$ cat config.mk
export PLATFORM = sky130hd
export DESIGN_NAME = multicycle_control
export DESIGN_NICKNAME = d
export VERILOG_FILES = /design/src/rtl/mips_ctrl_pkg.sv /design/src/rtl/ctrl_wait_timer.sv /design/src/rtl/multicycle_control.sv
export SDC_FILE = /design/constraint.sdc
export NUM_CORES = 1
export LEC_CHECK = 0
export CAP_MARGIN = 20
export CORE_UTILIZATION = 40
export DETAILED_ROUTE_END_ITERATION = 8
export GPL_ROUTABILITY_DRIVEN = 0
export GPL_TIMING_DRIVEN = 0
export HOLD_SLACK_MARGIN = 0.06
export PLACE_DENSITY_LB_ADDON = 0.1
export SLEW_MARGIN = 20
export SYNTH_ARGS = -nofsm -noshare
export SYNTH_HDL_FRONTEND = slang
export SYNTH_HIERARCHICAL = 1
export SYNTH_SLANG_ARGS = --single-unit
$ cat constraint.sdc
create_clock -name clk -period 3.14 [get_ports clk]
set_input_delay 0.628 -clock clk [delete_from_list [all_inputs] [get_ports clk]]
set_output_delay 0.628 -clock clk [all_outputs]
set_load 0.01 [all_outputs]
$ cat src/rtl/mips_ctrl_pkg.sv
// Shared definitions for the multicycle MIPS control unit: FSM state enum,
// opcode constants and the encodings of the ALUOp / ALUSrcB / PCSource /
// exc_cause control fields.
// Optional feature macro: MULTICYCLE_JUMP_EN (adds the JUMP state).
package mips_ctrl_pkg;

  typedef enum logic [3:0] {
    S_FETCH,
    S_DECODE,
    S_MEMADR,
    S_MEMRD,
    S_MEMWB,
    S_MEMWR,
    S_EXEC,
    S_ALUWB,
    S_BRANCH,
`ifdef MULTICYCLE_JUMP_EN
    S_JUMP,
`endif
    S_ADDI_EX,
    S_ADDI_WB,
    S_TRAP
  } state_e;

  localparam logic [5:0] OP_RTYPE = 6'b000000;
  localparam logic [5:0] OP_LW    = 6'b100011;
  localparam logic [5:0] OP_SW    = 6'b101011;
  localparam logic [5:0] OP_BEQ   = 6'b000100;
  localparam logic [5:0] OP_BNE   = 6'b000101;
  localparam logic [5:0] OP_ADDI  = 6'b001000;
  localparam logic [5:0] OP_J     = 6'b000010;

  localparam logic [1:0] ALUOP_ADD   = 2'b00;
  localparam logic [1:0] ALUOP_SUB   = 2'b01;
  localparam logic [1:0] ALUOP_FUNCT = 2'b10;

  localparam logic [1:0] SRCB_B     = 2'b00;
  localparam logic [1:0] SRCB_4     = 2'b01;
  localparam logic [1:0] SRCB_IMM   = 2'b10;
  localparam logic [1:0] SRCB_SHIMM = 2'b11;

  localparam logic [1:0] PCSRC_ALU    = 2'b00;
  localparam logic [1:0] PCSRC_ALUOUT = 2'b01;
  localparam logic [1:0] PCSRC_JUMP   = 2'b10;

  localparam logic [1:0] CAUSE_NONE    = 2'b00;
  localparam logic [1:0] CAUSE_ILLEGAL = 2'b01;
  localparam logic [1:0] CAUSE_TIMEOUT = 2'b10;

endpackage

$ cat src/rtl/ctrl_wait_timer.sv
// Memory wait timer. Counts cycles spent waiting for mem_ready while tick is
// high; expired fires on the cycle the count sits at MEM_TIMEOUT-1 and ready
// is still low (ready on that cycle wins).
// Ports: clk, rst (sync, active high), clear (zero the count), tick (a
//        waiting state is active), ready (memory done), expired (out).
module ctrl_wait_timer #(
  parameter int MEM_TIMEOUT = 16
) (
  input  logic clk,
  input  logic rst,
  input  logic clear,
  input  logic tick,
  input  logic ready,
  output logic expired
);

  localparam int W = $clog2(MEM_TIMEOUT);
  localparam logic [W-1:0] LAST = W'(MEM_TIMEOUT - 1);

  logic [W-1:0] cnt_q, cnt_d;

  always_comb begin
    cnt_d = cnt_q;
    if (clear)
      cnt_d = '0;
    else if (tick && !ready && cnt_q != LAST)
      cnt_d = cnt_q + 1'b1;
  end

  assign expired = tick && !ready && (cnt_q == LAST);

  always_ff @(posedge clk) begin
    if (rst) cnt_q <= '0;
    else     cnt_q <= cnt_d;
  end

endmodule

$ cat src/rtl/multicycle_control.sv
// Multicycle MIPS control FSM. Moore-decoded datapath controls (FETCH
// IRWrite/PCWrite gated by mem_ready), memory-wait timeout and illegal
// opcode traps, and a retired-instruction counter.
// Ports: clk, rst (sync, active high), opcode, mem_ready in; datapath
//        strobes/selects, exc_valid/exc_cause, instr_count out.
// Optional feature macro: MULTICYCLE_JUMP_EN (j instruction support; when
// undefined opcode 000010 traps as illegal).
module multicycle_control
  import mips_ctrl_pkg::*;
#(
  parameter int CNT_W       = 32,
  parameter int MEM_TIMEOUT = 16
) (
  input  logic             clk,
  input  logic             rst,
  input  logic [5:0]       opcode,
  input  logic             mem_ready,
  output logic             PCWrite,
  output logic             Branch,
  output logic             BranchNe,
  output logic             IorD,
  output logic             MemRead,
  output logic             MemWrite,
  output logic             MemtoReg,
  output logic             IRWrite,
  output logic             RegDst,
  output logic             RegWrite,
  output logic             ALUSrcA,
  output logic [1:0]       ALUSrcB,
  output logic [1:0]       ALUOp,
  output logic [1:0]       PCSource,
  output logic             exc_valid,
  output logic [1:0]       exc_cause,
  output logic [CNT_W-1:0] instr_count
);

  state_e           state_q, state_d, st;
  logic [1:0]       cause_q, cause_d;
  logic [CNT_W-1:0] count_q, count_d;
  logic             tick, expired, retire;

  // Only the memory-wait states run the timer. Any state change clears it,
  // which covers every entry into FETCH/MEMRD/MEMWR.
  assign tick = (state_q == S_FETCH) || (state_q == S_MEMRD) || (state_q == S_MEMWR);

  ctrl_wait_timer #(.MEM_TIMEOUT(MEM_TIMEOUT)) u_timer (
    .clk    (clk),
    .rst    (rst),
    .clear  (state_d != state_q),
    .tick   (tick),
    .ready  (mem_ready),
    .expired(expired)
  );

  always_comb begin
    state_d = state_q;
    cause_d = cause_q;
    retire  = 1'b0;
    case (state_q)
      S_FETCH: begin
        if (mem_ready)    state_d = S_DECODE;
        else if (expired) begin state_d = S_TRAP; cause_d = CAUSE_TIMEOUT; end
      end
      S_DECODE: begin
        case (opcode)
          OP_RTYPE:      state_d = S_EXEC;
          OP_LW, OP_SW:  state_d = S_MEMADR;
          OP_BEQ,OP_BNE: state_d = S_BRANCH;
          OP_ADDI:       state_d = S_ADDI_EX;
`ifdef MULTICYCLE_JUMP_EN
          OP_J:          state_d = S_JUMP;
`endif
          default: begin state_d = S_TRAP; cause_d = CAUSE_ILLEGAL; end
        endcase
      end
      // opcode is held stable until retirement, so it still selects lw/sw here
      S_MEMADR: state_d = (opcode == OP_SW) ? S_MEMWR : S_MEMRD;
      S_MEMRD: begin
        if (mem_ready)    state_d = S_MEMWB;
        else if (expired) begin state_d = S_TRAP; cause_d = CAUSE_TIMEOUT; end
      end
      S_MEMWR: begin
        if (mem_ready)    begin state_d = S_FETCH; retire = 1'b1; end
        else if (expired) begin state_d = S_TRAP; cause_d = CAUSE_TIMEOUT; end
      end
      S_MEMWB:   begin state_d = S_FETCH; retire = 1'b1; end
      S_EXEC:    state_d = S_ALUWB;
      S_ALUWB:   begin state_d = S_FETCH; retire = 1'b1; end
      S_BRANCH:  begin state_d = S_FETCH; retire = 1'b1; end
`ifdef MULTICYCLE_JUMP_EN
      S_JUMP:    begin state_d = S_FETCH; retire = 1'b1; end
`endif
      S_ADDI_EX: state_d = S_ADDI_WB;
      S_ADDI_WB: begin state_d = S_FETCH; retire = 1'b1; end
      S_TRAP:    state_d = S_FETCH;
      default:   state_d = S_FETCH;
    endcase
    count_d = count_q + CNT_W'(retire);
  end

  always_ff @(posedge clk) begin
    if (rst) begin
      state_q <= S_FETCH;
      cause_q <= CAUSE_NONE;
      count_q <= '0;
    end else begin
      state_q <= state_d;
      cause_q <= cause_d;
      count_q <= count_d;
    end
  end

  assign instr_count = count_q;

  // While rst is high the outputs already show FETCH values with no write
  // strobes, independent of whatever state is being reset out of.
  assign st = rst ? S_FETCH : state_q;

  always_comb begin
    PCWrite   = 1'b0;
    Branch    = 1'b0;
    BranchNe  = 1'b0;
    IorD      = 1'b0;
    MemRead   = 1'b0;
    MemWrite  = 1'b0;
    MemtoReg  = 1'b0;
    IRWrite   = 1'b0;
    RegDst    = 1'b0;
    RegWrite  = 1'b0;
    ALUSrcA   = 1'b0;
    ALUSrcB   = SRCB_B;
    ALUOp     = ALUOP_ADD;
    PCSource  = PCSRC_ALU;
    exc_valid = 1'b0;
    exc_cause = CAUSE_NONE;
    case (st)
      S_FETCH: begin
        MemRead = 1'b1;
        ALUSrcB = SRCB_4;
        IRWrite = mem_ready & ~rst;
        PCWrite = mem_ready & ~rst;
      end
      S_DECODE:  ALUSrcB = SRCB_SHIMM;
      S_MEMADR:  begin ALUSrcA = 1'b1; ALUSrcB = SRCB_IMM; end
      S_MEMRD:   begin IorD = 1'b1; MemRead = 1'b1; end
      S_MEMWR:   begin IorD = 1'b1; MemWrite = 1'b1; end
      S_MEMWB:   begin MemtoReg = 1'b1; RegWrite = 1'b1; end
      S_EXEC:    begin ALUSrcA = 1'b1; ALUOp = ALUOP_FUNCT; end
      S_ALUWB:   begin RegDst = 1'b1; RegWrite = 1'b1; end
      S_BRANCH: begin
        ALUSrcA  = 1'b1;
        ALUOp    = ALUOP_SUB;
        PCSource = PCSRC_ALUOUT;
        Branch   = (opcode == OP_BEQ);
        BranchNe = (opcode == OP_BNE);
      end
`ifdef MULTICYCLE_JUMP_EN
      S_JUMP:    begin PCWrite = 1'b1; PCSource = PCSRC_JUMP; end
`endif
      S_ADDI_EX: begin ALUSrcA = 1'b1; ALUSrcB = SRCB_IMM; end
      S_ADDI_WB: RegWrite = 1'b1;
      S_TRAP:    begin exc_valid = 1'b1; exc_cause = cause_q; end
      default: ;
    endcase
  end

endmodule

# Word-level counts from Yosys, hierarchy flattened
# Index checks and enable logic that the tools add are counted.
# totals
latch_bits	0
ram_bits	0
reg_bits	42
in_bits	9
wordCells	91
out_inout_bits	52
romBits	0
memories	0
# classes
n_eq_ne	32
order_cmp	0
n_reduce_logical	22
shift	0
n_mul	0
n_div	0
addsub	2
n_bitwise	2
n_mux	29
# op_table
op	n
adder 32 x 1 -> 32 bit	1
equality test 4 x 3 -> 1 bit (second input constant)	8
equality test 4 bit (second input constant)	8
case mux 4 bit (7 select lines)	1
2-to-1 mux 4 bit	5
equality test 4 x 2 -> 1 bit (second input constant)	4
case mux 4 bit (4 select lines)	1
2-to-1 mux 1 bit	13
equality test 6 x 3 -> 1 bit (second input constant)	2
equality test 6 bit (second input constant)	2
OR reduction 2 bit	6
equality test 4 x 1 -> 1 bit (second input constant)	2
logical NOT 4 bit	2
2-to-1 mux 2 bit	4
case mux 2 bit (2 select lines)	2
OR reduction 4 bit	2
equality test 6 x 4 -> 1 bit (second input constant)	1
logical NOT 6 bit	1
case mux 2 bit (3 select lines)	1
OR reduction 3 bit	2
OR reduction 6 bit	1
adder 4 x 1 -> 4 bit (second input constant)	1
inequality test 2 bit (second input constant)	2
inequality test 4 bit	1
11 further kinds	14

# Depth between registers and ports, before layout
# Gate-level depths: netlist (run 1).
# depth
word_depth	10
ltp_mapped	15
ltp_nobuf	14

# By module
# Netlist (run 1), hierarchy kept.
# modules_own_cells
mod	seq_area_each_um2	n_inst	area_per_inst_um2	cells_each
multicycle_control	760.7	1	2233.4	292
ctrl_wait_timer	80.1	1	240.2	24

# Worst setup path before layout (run 1)
# No wires, ideal clock.
# synth_path
kind	register -> register
start	register state_q[0]
end	register u_timer.cnt_q[1]
setup_ns	0.076
setup_slack_ns	0.260
stages_incl_launch_ff	15
t_arrival_ns	2.804
period_less_slack_ns	2.880
path_buffers	1
t_required_ns	3.064
path_cell_list	dfxtp_1 > clkbuf_1 > xor2_1 > nor2_1 > a21oi_1 > nor2_1 > nor2b_4 > and4_2 > or2_2 > a221oi_1 > o32ai_1 > xnor2_1 > nand4_1 > nor2_1 > a21boi_0
# synth_between
elab_chain_len	10
elab_cells_between_ends	19
cone_classes	eq/ne: 7; mux: 5; reduce/logical: 7
# synth_rtl
item	line	rtl
start: declaration	multicycle_control.sv:37	state_e state_q, state_d, st;
start signal: assignment	multicycle_control.sv:107	state_q <= state_d;
equality test 4 x 2 -> 1 bit or logical NOT 4 bit (tied branches)	multicycle_control.sv:44	assign tick = (state_q == S_FETCH) || (state_q == S_MEMRD) || (state_q == S_MEMWR);
logical OR 1 bit	multicycle_control.sv:44	
logical OR 1 bit (*)	multicycle_control.sv:44	
logical AND 1 bit (*) (2 in series)	ctrl_wait_timer.sv:30	assign expired = tick && !ready && (cnt_q == LAST);
net expired	multicycle_control.sv:40	logic tick, expired, retire;
2-to-1 mux 4 bit (*)	multicycle_control.sv:62, multicycle_control.sv:80, multicycle_control.sv:84	
2-to-1 mux 4 bit (on tied branches)	multicycle_control.sv:83, multicycle_control.sv:61, multicycle_control.sv:79	
case mux 4 bit (7 select lines) (*)	multicycle_control.sv:59	case (state_q)
inequality test 4 bit (*)	multicycle_control.sv:49	.clear (state_d != state_q),
OR reduction 2 bit (no source line) (*)	-	
end signal: assignment	ctrl_wait_timer.sv:34	else cnt_q <= cnt_d;
end: declaration	ctrl_wait_timer.sv:20	logic [W-1:0] cnt_q, cnt_d;
# Mark *: on every way through the listed nets, which the timed path passes. The rest lies on a longest branch.
# A chain may end at the register's enable or synchronous reset.

# Final worst setup path (run 1)
# layout_path
start	input opcode[1]
end	output BranchNe
# layout_between
elab_chain_len	2
# layout_rtl
item	line	rtl
start: declaration	multicycle_control.sv:16	input logic [5:0] opcode,
equality test 6 x 3 -> 1 bit	multicycle_control.sv:155	BranchNe = (opcode == OP_BNE);
2-to-1 mux 1 bit	multicycle_control.sv:136	case (st)
end: declaration	multicycle_control.sv:20	output logic BranchNe,
# No other way between the ends.

==> metrics.md, run 1 <==
| Metric | Value |
|---|---|
| Top post-synthesis cells by count | `nor2_1, dfxtp_1, nand2_1, xnor2_1, nand3_1` |
| CP max stage delay | `~0.54 ns` |
| Final Max Tran Viols | `0` |
| Kind of cell adding the most delay to the critical path | `buffers and inverters` |
| Reg area | `approximately 850 sq um` |
| Routed Antenna Nets | `0` |
| Detailed Route WL | `slightly above 6000 microns` |
| Clk Latency, worst-skew pair | `0.30 ns` |
| Root Buffer | `clkbuf_8` |
| Final setup viols | `0` |
| First-pass DRT Iterations | `4` |
| Worst path bufs/invs | `2` |
| Cell Rows | `28` |
| Setup CP Type | `in2out` |
| Top cells by area, synth | `dfxtp_1, nor2_1, xnor2_1` |
| Register area share after synthesis | `between 30 and 40%` |
| Antenna violations before repair | `0` |
| Die height | `about 81 microns` |
| TritonCTS buffer count | `5` |
| Crit end category | `output port` |
| Multi-input logic area | `approximately 0.0016 sq mm` |
| CP startpoint kind | `input pin` |
| Placed insts | `450` |
| Critical R2R Capture | `u_timer/cnt_q[1]` |
| CTS HTree Levels | `2` |
| Placed Area | `0.003158 sq mm` |
| Port Buf Inserts | `59` |
| Core Area | `0.005956 sq mm` |
| Clock Tree Buf Depth | `2` |
| Fin cells | `458` |
| PwrDens | `360.1 mW/mm^2` |
| DRT iter0 DRCs | `76` |
| NumNets Final | `394` |
| Routed len/inst | `approximately 13 microns` |
| Place WS | `-0.4621 ns` |
| Distinct cells, synth | `58` |
| Share of layout cells above drive strength 1 | `a little over a tenth` |
| PnR worst setup slack | `about 0.11 ns` |
| Worst vdd rail ir drop | `between 0.15 and 0.2 mV` |
| Area share of the largest cell type after synthesis | `33.99%` |
| First-pass GRT wire length | `around 10,000 microns` |
| CP max stage cell | `clkdlybuf4s50_1` |
| Worst Path Max Fanout | `4` |
| Count leader, synth | `nor2_1` |
| Net Count, Synth | `between 300 and 400` |
| Largest net degree at the start of global routing | `14` |
| Final hold vios | `0` |
| R2R Path Start | `state_q[1]` |
| Post-route DRC | `0` |
| Synth Warn # | `6` |
| # IOs | `61` |
| Final Power | `approximately 1.2 mW` |
| Reg2reg setup slack | `approximately 0.21 ns` |
| Max Clock Freq | `around 330 MHz` |
| Period Utilization, post-route | `between 90% and 100%` |
| Die area | `between 0.006 and 0.007 sq mm` |
| All-layer global routing usage | `20.14%` |
| Mean Syn Cell Area | `between 7 and 8 sq um` |
| Mapped Area | `approximately 0.0025 sq mm` |
| Skew final | `0.005679 ns` |
| Total vias in the final route | `between 2,000 and 2,500` |
| Number of inserted diodes | `0` |
| Ys async rst share | `0%` |
| Worst path cell trace | `clkdlybuf4s50_1 > or3_4 > nor3b_2 > and3_1 > clkdlybuf4s50_1` |
| Worst path depth | `5` |
| Vias per Instance | `5.308` |
| CP endpoint | `BranchNe` |
| Fillcell total | `approximately 600` |
| TritonCTS Sinks | `42` |
| R2R cell count | `13` |
| Yosys top cell by area | `dfxtp_1` |
| Max-capacitance violation count | `0` |
| Critical Path AT | `between 2 and 2.5 ns` |
| Hpwl dp | `~4500 microns` |
| Synth Flop Type | `dfxtp_1` |
| Die Wd | `between 80 and 90 microns` |
| Post-synth EDFFs | `0` |
| CP required | `2.51 ns` |
| Vias in the first global route | `2,112` |
| Worst hold slack | `around 0.47 ns` |
| Worst setup path start | `opcode[1]` |
| Reg clk slew, reported paths | `0.08 ns` |
| Area grow syn2layout | `34.19%` |
| Cell count after synthesis | `between 300 and 400` |
| RSZ-0062 raised after global routing | `no` |
| Fin area | `approximately 0.0033 sq mm` |
| Most used cell, CP | `clkdlybuf4s50_1` |
| Worst min path class | `reg2reg` |
| LEAKAGE | `roughly 1.1 nW` |
| Min-delay src | `cause_q[0]` |
| FF+latch count, synth | `42` |
| Status | `completed` |
| Initial Utilization | `between 40% and 50%` |
| CTS Hold Bufs | `0` |
| Min Tclk post-route | `3.031 ns` |
| CTS tree | `built` |
| Total grt overflow | `0` |
placed cells by master (no fill, tap or decap), types with 9 or more instances in the layout:
cell type / instances
clkdlybuf4s50_1: 55
nor2_1: 53
dfxtp_1: 40
nand2_1: 18
xnor2_1: 18
nand3_1: 17
nor3_1: 14
o21ai_0: 11
xor2_1: 11
nor2b_1: 9
nor4_1: 9
tightest hold or removal path, cell delays in order, from the launching register on:
cell,delay (ns)
dfxtp_1,0.30
inv_1,0.07
a211oi_1,0.06
routing by layer:
metal  up-vias  part of all wire, %  wire length [microns]  GRT usage, %
li1       1258                    -                      -             -
met1      1097                   49                   3013         27.31
met2        66                   45                   2724         31.44
met3        10                  4.4                    267         3.977
met4         0                  1.8                    113         6.964
met5         -                    0                      0             0
layout make-up:
cell class                 count  area share (%)
clock buffer                   6           2.186
clock inverter                 2          0.4146
multi-input combinational    249           47.31
sequential                    42           25.48
inverter                       7          0.7916
buffer                        17           2.789
timing repair buffer          60           18.21
tap                           75           2.827
stage by stage:
stage / setup TNS (ns) / utilization [%]
5_1_grt: 0 / 55.74
6_report: 0 / 55.74
3_3_place_gp: -4.310 / 53.03
2_1_floorplan: 0 / -
4_1_cts: -0.2482 / 54.87
3_5_place_dp: -4.582 / 53.03
cell families after synthesis:
logic type               count (synthesis)  synth area share [%]
AO/OA/AOI/OAI                           41                 11.43
XOR/XNOR                                30                 10.62
adder cells (fa/ha/maj)                  3                 1.518
buffers and inverters                   25                 4.299
flip-flops                              42                 33.99
other                                    1                0.1516
AND/OR/NAND/NOR                        174                 37.99
sequential cells by signal (all words and copies together) (netlist names):
name,cells
instr_count,32
cause_q,2
u_timer/cnt_q,4
state_q,4
worst min path at each step:
stage | endpoint | slack (ns) | depth (start not counted)
finish | cause_q[0] | 0.47 | 2
global placement | cause_q[0] | 0.46 | 2
global route | cause_q[0] | 0.49 | 2
CTS | cause_q[0] | 0.47 | 2
detailed placement | cause_q[0] | 0.46 | 2
floorplan | cause_q[0] | 0.44 | 2
power by group:
| part | switching, mW | total [mW] | internal [mW] |
|---|---|---|---|
| clock network | 0.194 | 0.351 | 0.157 |
| registers | 0.0139 | 0.560 | 0.546 |
| logic | 0.155 | 0.285 | 0.130 |
| total | 0.362 | 1.20 | 0.833 |
repair_timing:
item                                    4_1_cts  5_1_grt
pin swaps                                     1        2
gates resized for setup                      12       16
endpoints found under the setup margin       16       16
gates cloned                                  0        0
setup buffers                                 0        1
Power figures use the tool's default switching activity.
==> run 2, diff against run 1 <==
--- a/config.mk
+++ b/config.mk
@@ -5,6 +5,7 @@
 export SDC_FILE = /design/constraint.sdc
 export NUM_CORES = 1
 export LEC_CHECK = 0
+export ABC_CLOCK_PERIOD_IN_PS = 3140
 export CAP_MARGIN = 20
 export CORE_UTILIZATION = 40
 export DETAILED_ROUTE_END_ITERATION = 8
==> results of run 2 <==
No change in the layout: final DEF, timing and power equal those of run 1.
